<file path="src/rtl/alu_cmd_sequencer.sv">
// Host-side command FIFO and one-at-a-time issuer for the 8-bit ALU, with result timeout
// and carry/borrow chaining between consecutive operations.
module alu_cmd_sequencer #(
  parameter int DEPTH   = 4,
  parameter int TIMEOUT = 15
) (
  input  logic       clk,
  input  logic       rst,
  input  logic       cmd_valid,
  output logic       cmd_ready,
  input  logic [4:0] cmd_opcode,
  input  logic [7:0] cmd_a,
  input  logic [7:0] cmd_b,
  output logic [4:0] alu_opcode,
  output logic [7:0] alu_a,
  output logic [7:0] alu_b,
  output logic       alu_enable,
  output logic       alu_input_ready,
  output logic       alu_carry_in,
  output logic       alu_borrow_in,
  input  logic [7:0] alu_y,
  input  logic       alu_carry_out,
  input  logic       alu_borrow_out,
  input  logic       alu_zero,
  input  logic       alu_negative,
  input  logic       alu_overflow,
  input  logic       alu_parity,
  input  logic       alu_result_ready,
  output logic       rsp_valid,
  input  logic       rsp_ready,
  output logic [7:0] rsp_y,
  output logic [5:0] rsp_flags,
  output logic [1:0] rsp_status,
  output logic       busy
);
  localparam int AW = (DEPTH > 1) ? $clog2(DEPTH) : 1;
  localparam int CW = $clog2(DEPTH + 1);
  localparam int TW = (TIMEOUT > 1) ? $clog2(TIMEOUT) : 1;

  localparam logic [1:0] S_IDLE  = 2'd0;
  localparam logic [1:0] S_ISSUE = 2'd1;
  localparam logic [1:0] S_WAIT  = 2'd2;
  localparam logic [1:0] S_RESP  = 2'd3;

  typedef struct packed {
    logic [4:0] op;
    logic [7:0] a;
    logic [7:0] b;
  } cmd_t;

  cmd_t          fifo_q [DEPTH];
  cmd_t          head;
  logic [AW-1:0] wr_ptr_q, rd_ptr_q;
  logic [CW-1:0] count_q, count_d;
  logic          push, pop;

  logic [1:0]    state_q, state_d;
  logic [TW-1:0] wcnt_q, wcnt_d;
  logic [4:0]    op_q, op_d;
  logic [7:0]    a_q, a_d, b_q, b_d;
  logic          en_q, en_d;
  logic          carry_q, carry_d, borrow_q, borrow_d;
  logic [7:0]    rsp_y_q, rsp_y_d;
  logic [5:0]    flags_q, flags_d;
  logic [1:0]    status_q, status_d;

  assign cmd_ready = (count_q < CW'(DEPTH));
  assign push      = cmd_valid && cmd_ready;
  assign pop       = (state_q == S_ISSUE);
  assign head      = fifo_q[rd_ptr_q];

  always_comb begin
    count_d = count_q;
    case ({push, pop})
      2'b10:   count_d = count_q + 1'b1;
      2'b01:   count_d = count_q - 1'b1;
      default: count_d = count_q;
    endcase
  end

  always_ff @(posedge clk) begin
    if (push) fifo_q[wr_ptr_q] <= '{op: cmd_opcode, a: cmd_a, b: cmd_b};
  end

  // Operands are loaded on the IDLE->ISSUE edge so the pulse and operands coincide with ISSUE.
  always_comb begin
    state_d  = state_q;
    wcnt_d   = wcnt_q;
    op_d     = op_q;
    a_d      = a_q;
    b_d      = b_q;
    en_d     = 1'b0;
    carry_d  = carry_q;
    borrow_d = borrow_q;
    rsp_y_d  = rsp_y_q;
    flags_d  = flags_q;
    status_d = status_q;
    case (state_q)
      S_IDLE: begin
        if (count_q != '0) begin
          op_d    = head.op;
          a_d     = head.a;
          b_d     = head.b;
          en_d    = (head.op <= 5'd19);
          state_d = S_ISSUE;
        end
      end
      S_ISSUE: begin
        wcnt_d = '0;
        if (en_q) begin
          state_d = S_WAIT;
        end else begin
          rsp_y_d  = 8'h00;
          flags_d  = 6'h00;
          status_d = 2'b10;
          state_d  = S_RESP;
        end
      end
      S_WAIT: begin
        if (alu_result_ready) begin
          rsp_y_d  = alu_y;
          flags_d  = {alu_parity, alu_overflow, alu_negative, alu_zero, alu_borrow_out, alu_carry_out};
          status_d = 2'b00;
          carry_d  = alu_carry_out;
          borrow_d = alu_borrow_out;
          state_d  = S_RESP;
        end else if (wcnt_q == TW'(TIMEOUT - 1)) begin
          rsp_y_d  = 8'h00;
          flags_d  = 6'h00;
          status_d = 2'b01;
          carry_d  = 1'b0;
          borrow_d = 1'b0;
          state_d  = S_RESP;
        end else begin
          wcnt_d = wcnt_q + 1'b1;
        end
      end
      S_RESP: begin
        if (rsp_ready) state_d = S_IDLE;
      end
      default: state_d = S_IDLE;
    endcase
  end

  always_ff @(posedge clk) begin
    if (rst) begin
      wr_ptr_q <= '0;
      rd_ptr_q <= '0;
      count_q  <= '0;
      state_q  <= S_IDLE;
      wcnt_q   <= '0;
      op_q     <= '0;
      a_q      <= '0;
      b_q      <= '0;
      en_q     <= 1'b0;
      carry_q  <= 1'b0;
      borrow_q <= 1'b0;
      rsp_y_q  <= '0;
      flags_q  <= '0;
      status_q <= '0;
    end else begin
      if (push) wr_ptr_q <= wr_ptr_q + 1'b1;
      if (pop)  rd_ptr_q <= rd_ptr_q + 1'b1;
      count_q  <= count_d;
      state_q  <= state_d;
      wcnt_q   <= wcnt_d;
      op_q     <= op_d;
      a_q      <= a_d;
      b_q      <= b_d;
      en_q     <= en_d;
      carry_q  <= carry_d;
      borrow_q <= borrow_d;
      rsp_y_q  <= rsp_y_d;
      flags_q  <= flags_d;
      status_q <= status_d;
    end
  end

  assign alu_opcode      = op_q;
  assign alu_a           = a_q;
  assign alu_b           = b_q;
  assign alu_enable      = en_q;
  assign alu_input_ready = en_q;
  assign alu_carry_in    = carry_q;
  assign alu_borrow_in   = borrow_q;
  assign rsp_valid       = (state_q == S_RESP);
  assign rsp_y           = rsp_y_q;
  assign rsp_flags       = flags_q;
  assign rsp_status      = status_q;
  assign busy            = (state_q != S_IDLE) || (count_q != '0);
endmodule
</file>
<file path="config.mk">
export PLATFORM = sky130hd
export DESIGN_NAME = alu_cmd_sequencer
export DESIGN_NICKNAME = d
export VERILOG_FILES = /design/src/rtl/alu_cmd_sequencer.sv
export SDC_FILE = /design/constraint.sdc
export NUM_CORES = 1
export LEC_CHECK = 0
export ABC_AREA = 1
export ABC_CLOCK_PERIOD_IN_PS = 2100
export CAP_MARGIN = 20
export CORE_ASPECT_RATIO = 1.75
export CORE_MARGIN = 2
export CORE_UTILIZATION = 50
export CTS_BUF_LIST = sky130_fd_sc_hd__clkbuf_2
export DETAILED_ROUTE_END_ITERATION = 6
export GPL_TIMING_DRIVEN = 0
export PLACE_DENSITY = 0.75
export SYNTH_ARGS = -nofsm -noshare
export SYNTH_HDL_FRONTEND = slang
export SYNTH_SLANG_ARGS = --single-unit
</file>
<file path="constraint.sdc">
create_clock -name clk -period 2.1 [get_ports clk]
set_input_delay 0.315 -clock clk [delete_from_list [all_inputs] [get_ports clk]]
set_output_delay 0.315 -clock clk [all_outputs]
set_load 0.01 [all_outputs]
</file>
**Word-level counts from Yosys, hierarchy flattened**

Memories as Yosys holds them, arrays and structs flattened. A register that Yosys moved wholly into a read port is not among the register bits.
Cells that the tools add are included.
Widths: inputs -> output; s select.

- RAM bits: 84
- Input bits: 40
- Word-level logic and storage cells: 79
- Output and inout port bits: 44
- Bits in registers: 53
- Memories kept: 1

- $lt $le $gt $ge: 2
- Equality and inequality tests: 12
- Reductions and logical operators: 14
- Add/sub/neg operators: 5
- Bitwise operators: 2
- Muxes and demuxes: 29

Memories:

| memory | words | bits a word | read ports | clocked after memory_dff | write ports | line | RTL |
|---|---|---|---|---|---|---|---|
| fifo_q | 4 | 21 | 1 | 1 | 1 | 51 | `cmd_t fifo_q [DEPTH];` |

Operator list:

| cell | count |
|---|---|
| $mux 8 | 3 |
| $mux 2 | 9 |
| $mux 6 | 3 |
| $pmux 8 s2 | 1 |
| $pmux 6 s2 | 1 |
| $reduce_and 3->1 | 3 |
| $mux 4 | 2 |
| $ne 2x2->1 const B | 4 |
| $pmux 2 s4 | 1 |
| $pmux 4 s2 | 1 |
| $reduce_bool 2->1 | 4 |
| $eq 2x2->1 const B | 3 |
| $mux 1 | 6 |
| $pmux 3 s2 | 1 |
| $le 5x5->1 const B | 1 |
| $add 2x1->2 const B | 2 |
| $add 4x1->4 const B | 1 |
| $eq 2x1->1 const B | 2 |
| $eq 4x4->1 const B | 1 |
| $pmux 2 s2 | 1 |
| $reduce_and 2->1 | 2 |
| $add 3x1->3 const B | 1 |
| $lt 3x3->1 const B | 1 |
| $ne 3x3->1 const B | 1 |
| other kinds (8) | 9 |

**Depth between registers and ports, before layout**

Gate-level depths: netlist of the first run.

- Word-level depth: 4
- Depth in mapped cells: 11
- Depth with buffers taken out: 10

**Least setup slack after synthesis of the first run**

No wires, ideal clock.

- Path kind: reg-to-reg
- Start: register count_q[2]
- End: memory fifo_q[0][0] (netlist bit) (enable)
- Arrival: 1.555 ns
- Setup time: 0.399 ns
- Data required time: 1.701 ns
- Period minus slack after synthesis: 1.954 ns
- Path buffers: 0
- Stages on the path, launching flop included: 4
- Slack: 0.146 ns
- Cells stage by stage: dfxtp_1 > inv_1 > nand2_1 > nor2_1

- Longest elaborated chain between the ends: 4

RTL lines:

| element | line | RTL |
|---|---|---|
| start, declared | 54 | `logic [CW-1:0] count_q, count_d;` |
| start signal, assigned | 164 | `count_q <= count_d;` |
| $lt 3x3->1 | 67 | `assign cmd_ready = (count_q < CW'(DEPTH));` |
| named net cmd_ready | 10 | `output logic cmd_ready,` |
| $logic_and 1x1->1 | 68 | `assign push = cmd_valid && cmd_ready;` |
| $mux 1 | 82 | `if (push) fifo_q[wr_ptr_q] <= '{op: cmd_opcode, a: cmd_a, b: cmd_b};` |
| $mux 1 (implied by the code) | 82 |  |
| end, declared | 51 |  |

The timed path passes the listed nets, and every way through them passes these cells.

**Worst setup path in the final report of the first run**

- Start: register a_q[3] (netlist: alu_a[3])
- End: output port alu_a[3]

RTL lines:

| element | line | RTL |
|---|---|---|
| start, declared | 60 | `logic [7:0] a_q, a_d, b_q, b_d;` |
| start signal, assigned | 153 | `a_q <= '0;` |
| start signal, assigned | 168 | `a_q <= a_d;` |
| end, declared | 15 | `output logic [7:0] alu_a,` |

No word-level cell between the ends.

==> results of run 1 <==
-- cell usage in the layout (no fill, tap or decap), types with 6 or more instances in the layout --
cell type,n
clkbuf_1,9
inv_6,6
a21oi_1,17
nor2_1,158
ha_1,11
clkbuf_2,19
o21ai_0,74
buf_2,10
edfxtp_1,84
nand2_1,78
clkdlybuf4s50_1,78
nand3_1,9
inv_1,28
dfxtp_1,52
-- per-layer routing --
layer / track usage [%] / vias up
met4: 9.00 / 0
met3: 4.88 / 25
li1: - / 2076
met1: 21.8 / 1901
met2: 40.4 / 142
met5: 0 / -
-- metrics by stage --
| step | TNS, ps | hold WS, ps | util, % | instances |
|---|---|---|---|---|
| after CTS | -58.2 | 131 | 62.7 | 819 |
| after global placement | -73750 | 428 | 59.7 | 780 |
| after floorplan | 0 | 413 | - | 566 |
| after detailed placement | -3840 | 451 | 60.3 | 784 |
| after global routing | 0 | 124 | 62.7 | 820 |
| final | 0 | 199 | 62.7 | 820 |
-- final cells by class --
| class | count | share of cell area, % |
|---|---|---|
| clock buffers | 17 | 1.24 |
| repair buffers | 89 | 13.1 |
| clock inverters | 15 | 2.11 |
| multi-input cells | 366 | 24.6 |
| inverters | 36 | 2.00 |
| well taps | 132 | 2.40 |
| plain buffers | 25 | 1.89 |
| flip-flops and latches | 139 | 52.7 |
| diodes | 1 | 0.0363 |
-- logic make-up (layout without fill, tap and decap cells) --
group	count (synthesis)	after routing
buffers and inverters	61	182
other	0	1
adder cells (fa/ha/maj)	13	13
flip-flops	139	139
AO/OA/AOI/OAI	94	94
AND/OR/NAND/NOR	258	258
XOR/XNOR	1	1
-- timing repair --
action	4_1_cts	5_1_grt
resized for setup	7	7
endpoints found under the setup margin	4	4
hold buffers	1	0
gates cloned	0	0
endpoints found under the hold margin	7	0
buffers inserted	2	0
-- sequential cells by signal, summed over array words and instances (netlist names), 3 cells and up, named ones only --
| register | cells |
|---|---|
| wcnt_q | 4 |
| fifo_q | 84 |
| alu_b | 8 |
| rsp_flags | 6 |
| rsp_y | 8 |
| count_q | 3 |
| alu_a | 8 |
| alu_opcode | 5 |
-- worst reg2reg max path, cell delays in order (launching register included) --
cell and delay, ps:
dfxtp_2 380, buf_4 120, ha_1 290, ha_1 230
inv_1 70, fa_1 380, nand2_1 100, nand3_1 110
o21ai_0 150, a21oi_1 50
-- power groups by stage --
stage	sequential, W	combinational, W	clock, W
6_report	0.00374	0.00332	0.00147
5_1_grt	0.00381	0.00368	0.00164
4_1_cts	0.00374	0.00334	0.00151
3_5_place_dp	0.00381	0.00331	0
3_3_place_gp	0.00378	0.00316	0
2_1_floorplan	0.00393	0.00172	0
-- final timing paths --
| check | slack [ps] | depth (start not counted) | start | end |
|---|---|---|---|---|
| worst min register to register | 480 | 1 | rd_ptr_q[1]$_SDFFE_PP0P_ | flip-flop |
| worst min-delay path | 200 | 3 | alu_borrow_out | rsp_flags[1]$_SDFFE_PP0P_ |
| worst max register to register | 160 | 9 | state_q[0]$_SDFFE_PP0P_ | count_q[2]$_SDFFE_PP0P_ |
| worst max-delay path | 150 | 1 | alu_a[3]$_SDFFE_PP0P_ | alu_a[3] |
==> impl_metrics.tcl, run 1 <==
set metrics [dict create \
    slew_violations 0 \
    die_area_um2 12000 \
    drive_gt1_share_pct 11.1 \
    cp_max_fo 2 \
    leakage_nw 2.71 \
    worstPathArrival_ps 1640 \
    finalWirelength_um 12400 \
    gp_congestion 0.838 \
    combPwrFrac_pct 38.9 \
    post-dp-hpwl_um 8930 \
    yosysSeqAreaShare_pct 65.0 \
    synth_area_per_cell_um2 9.84 \
    synth_commonest_cells "nor2_1 (162), edfxtp_1 (84), nand2_1 (78)" \
    p_seq_share_pct 43.8 \
    rows 51 \
    antenna_found_initial 1 \
    synth_top_family_by_area "simple AND/OR/NAND/NOR gates" \
    timing.final.ws_setup_ps 147 \
    regArea_um2 3630 \
    maxSlewHeadroom_pct 48.3 \
    grt_pass1_wl_um 19600 \
    clock_skew_ps 32.1 \
    synthMuxAreaShare_pct 0 \
    io_buffers 82 \
    drc 0 \
    wire_per_inst_um 15.1 \
    powerDensity_nw_per_um2 1240 \
    setup_violations 0 \
    pin_count 84 \
    switching_share_pct 38.3 \
    drt_iter0_drc 262 \
    clock_path_buffers 2 \
    yosys_warnings 0 \
    multi_input_area_um2 1690 \
    final_hold_viol_count 0 \
    worst_path_largest_cell_delay_ps 550 \
    syn_to_final_growth_pct 23.6 \
    clk_transition_reported_paths_ps 240 \
    via_per_inst 5.05 \
    num_vias 4144 \
    irDropWorstVdd_uv 763 \
    synth_nets 619 \
    intPower_w 0.00527 \
    die_w_um 83.8 \
    p_switching_w 0.00327 \
    cp_cell_sequence "clkdlybuf4s50_1" \
    die_y_um 144 \
    synthAdderAreaFrac_pct 3.05 \
    slowest_stage "clkdlybuf4s50_1" \
    cts_root_buffer "clkbuf_2" \
    wl_met3_um 676 \
    synthArstFlopShare_pct 0 \
    yosysTopAreaCellShare_pct 45.3 \
    start_util_pct 50.8 \
    fill_cells 885 \
    wl_met1_um 4740 \
    place_area_um2 6620 \
    first_pass_iters 5 \
    cp-start-kind "flip-flop" \
    min_path_type "in -> reg" \
    mappedNetlistArea_um2 5570 \
    cap_violations 0 \
    ys_types 30 \
    final_net_count 727 \
    cpLargestDelayFamily "buffers and inverters" \
    synthTopCellsByArea "edfxtp_1 (45%), dfxtp_1 (20%), nor2_1 (11%), o21ai_0 (6.6%), nand2_1 (5.3%)" \
    cts_tree "built" \
    grt.total_usage_pct 21.1 \
    cts_buffers 17 \
    fin_crit_sh_pct 93.0 \
    synth_area_leader_cell "edfxtp_1" \
    outcome "finished clean" \
    cts.htree.levels 4 \
    synth_compound_area_share_pct 8.60 \
    postRouteAntennaNets 0 \
    postLayoutCellArea_um2 6890 \
    synth-xor-area-share_pct 0.157 \
    clock.fmax_mhz 512 \
    synth_edf_count 84 \
    grt_max_degree 17 \
    crit_path_end_kind "primary output" \
    min_period_ps 1950 \
    synthSimpleGateAreaFrac_pct 18.3 \
    cp.required_ps 1780 \
    met2_length_um 6690 \
    routed.top_layer "met4" \
    design.core.area_um2 11000 \
    critPathKind "reg -> out" \
    crit_buf_inv 1 \
    rsz0062_at_grt "no" \
    grt.overflow.total 0 \
    yosysMostFrequentCell "nor2_1" \
    first_global_vias 4168 \
    ys_seq_elements 139 \
    pre_cts_slack_ps -207 \
    pwr-share-clk_pct 17.3 \
    tightest_slew_ps 774 \
    synthCells 566 \
    insertion_delay_ps 700 \
    cts.sinks 139 \
    power.total_w 0.00854 \
    synthFlopType "edfxtp_1" \
]
Note: power is estimated with default switching activity, not from simulation.
==> inputs of run 2 (changes only) <==
--- a/config.mk
+++ b/config.mk
@@ -10,11 +10,11 @@
 export CAP_MARGIN = 20
 export CORE_ASPECT_RATIO = 1.75
 export CORE_MARGIN = 2
-export CORE_UTILIZATION = 50
+export CORE_UTILIZATION = 45
 export CTS_BUF_LIST = sky130_fd_sc_hd__clkbuf_2
 export DETAILED_ROUTE_END_ITERATION = 6
 export GPL_TIMING_DRIVEN = 0
-export PLACE_DENSITY = 0.75
+export PLACE_DENSITY = 0.68
 export SYNTH_ARGS = -nofsm -noshare
 export SYNTH_HDL_FRONTEND = slang
 export SYNTH_SLANG_ARGS = --single-unit
==> run 2 against run 1 <==
Global-route usage fell by 1.9 points. Clock skew fell by 5.5 ps. Core utilization is 5.3 points lower. Clock-buffer cell count unchanged. Fmax shrank 1.6%. Design area grew 0.74%. Routed wire length down 0.94%. Flip-flop and latch count did not move. Clock power rose by 3%. Critical endpoint is now rsp_valid. Highest routed layer unchanged.
==> impl_metrics.tcl, run 2 (synthesized netlist as in run 1, its figures left out) <==
set metrics [dict create \
    drive_gt1_share_pct 10.6 \
    pwr-share-clk_pct 17.7 \
    antenna_found_initial 1 \
    num_vias 4150 \
    timing.final.ws_setup_ps 115 \
    r2r_start "count_q[2]$_SDFFE_PP0P_" \
    drc 0 \
    p_switching_w 0.00321 \
    die_area_um2 13300 \
    p_seq_share_pct 43.7 \
    fill_cells 1078 \
    r2r_setup_slack_ps 210 \
    final_common_cell "nor2_1" \
    final_net_count 727 \
    irDropWorstVdd_uv 636 \
    grt_max_degree 17 \
    largest_register_ffs 84 \
    holdWs_ps 190 \
    die_w_um 88.1 \
    crit_end "rsp_valid" \
    postRouteAntennaNets 0 \
    clk_transition_reported_paths_ps 210 \
    powerDensity_nw_per_um2 1240 \
    cp_max_fo 3 \
    via_per_inst 4.87 \
    cts_tree "built" \
    insertion_delay_ps 690 \
    final_hold_viol_count 0 \
    switching_share_pct 37.4 \
    outcome "finished clean" \
    final_util_pct 57.5 \
    place_area_um2 6670 \
    clock.fmax_mhz 504 \
    drt_iter0_drc 244 \
    r2r_end "count_q[2]$_SDFFE_PP0P_" \
    grt.total_usage_pct 19.2 \
    gp_congestion 0.822 \
    crit_path_end_kind "primary output" \
    io_buffers 82 \
    syn_to_final_growth_pct 24.6 \
    intPower_w 0.00536 \
    clock_skew_ps 26.6 \
    min_period_ps 1980 \
    wire_per_inst_um 14.3 \
    slew_violations 0 \
    cts_root_buffer "clkbuf_2" \
    combPwrFrac_pct 38.6 \
    cts_buffers 17 \
    clock_path_buffers 2 \
    setup_violations 0 \
    regMostFlops "fifo_q" \
    worstRegToRegCells 9 \
    cap_violations 0 \
    cp-start-kind "flip-flop" \
    maxSlewHeadroom_pct 50.2 \
    tightest_slew_ps 747 \
    grt_pass1_wl_um 19100 \
    fin_crit_sh_pct 94.5 \
    first_global_vias 4029 \
    cts.sinks 139 \
    critPathKind "reg -> out" \
    start_util_pct 46.2 \
    post-dp-hpwl_um 8810 \
    first_pass_iters 5 \
    design.core.area_um2 12100 \
    cts.htree.levels 4 \
    rows 53 \
    grt.overflow.total 0 \
    final_cell_mix "nor2_1 (158), edfxtp_1 (84), nand2_1 (78), clkdlybuf4s50_1 (78), o21ai_0 (74)" \
    die_y_um 151 \
    rsz0062_at_grt "no" \
    postLayoutCellArea_um2 6940 \
    cp.required_ps 1780 \
    leakage_nw 2.72 \
    pin_count 84 \
    finalWirelength_um 12200 \
    pre_cts_slack_ps -129 \
    worstPathArrival_ps 1670 \
    finalSetupTns_ps 0 \
    crit_start "state_q[0]$_SDFFE_PP0P_" \
    min_path_type "in -> reg" \
]
==> run 2: worst max-delay path, stage by stage (launching register included) <==
cell	delay, ps
dfxtp_2	370
buf_4	140
ha_1	200
dlygate4sd2_1	280
==> run 2: worst min path at each step <==
stage / start / to / slack, ps / cells after the start
2_1_floorplan: rd_ptr_q[1]$_SDFFE_PP0P_ / flip-flop / 410 / 1
3_3_place_gp: rd_ptr_q[1]$_SDFFE_PP0P_ / rd_ptr_q[1]$_SDFFE_PP0P_ / 420 / 1
3_5_place_dp: rd_ptr_q[1]$_SDFFE_PP0P_ / flip-flop / 450 / 1
4_1_cts: alu_borrow_out / rsp_flags[1]$_SDFFE_PP0P_ / 140 / 3
5_1_grt: cmd_a[3] / fifo_q[0][11]$_DFFE_PP_ / 120 / 1
6_report: alu_borrow_out / alu_borrow_in$_SDFFE_PP0P_ / 190 / 3
==> run 2: layer usage <==
layer | global-route usage (%) | share of wire, %
met1 | 19.5 | 38
met2 | 36.6 | 55
met3 | 4.14 | 4.7
met4 | 8.33 | 1.9
met5 | 0 | 0
==> run 2: power groups by stage <==
stage	clock [W]	sequential [W]	combinational [W]
finish	0.00152	0.00374	0.00331
global route	0.00168	0.00379	0.00373
CTS	0.00157	0.00375	0.00336
detailed placement	0	0.00381	0.00332
global placement	0	0.00380	0.00320
floorplan	0	0.00393	0.00172
==> run 2: metrics by stage <==
step                      total power (W)  instances
after floorplan                   0.00565        566
after global placement            0.00700        813
after detailed placement          0.00713        817
after CTS                         0.00868        852
after global routing              0.00920        853
final                             0.00857        853
==> run 2: layout make-up <==
| class | instances | area (um^2) | area share, % |
|---|---|---|---|
| inverter | 36 | 138 | 1.98 |
| timing repair buffer | 89 | 905 | 13.0 |
| clock inverter | 15 | 150 | 2.16 |
| buffer | 25 | 130 | 1.88 |
| sequential | 139 | 3630 | 52.3 |
| clock buffer | 17 | 85.1 | 1.23 |
| antenna | 1 | 2.50 | 0.0361 |
| multi-input combinational | 366 | 1690 | 24.4 |
| tap | 165 | 206 | 2.98 |
==> run 2: repair_timing <==
action	CTS	global route
setup endpoints to repair	3	4
hold endpoints to repair	7	0
buffers inserted	2	0
gates resized for setup	8	4
hold buffers	1	0
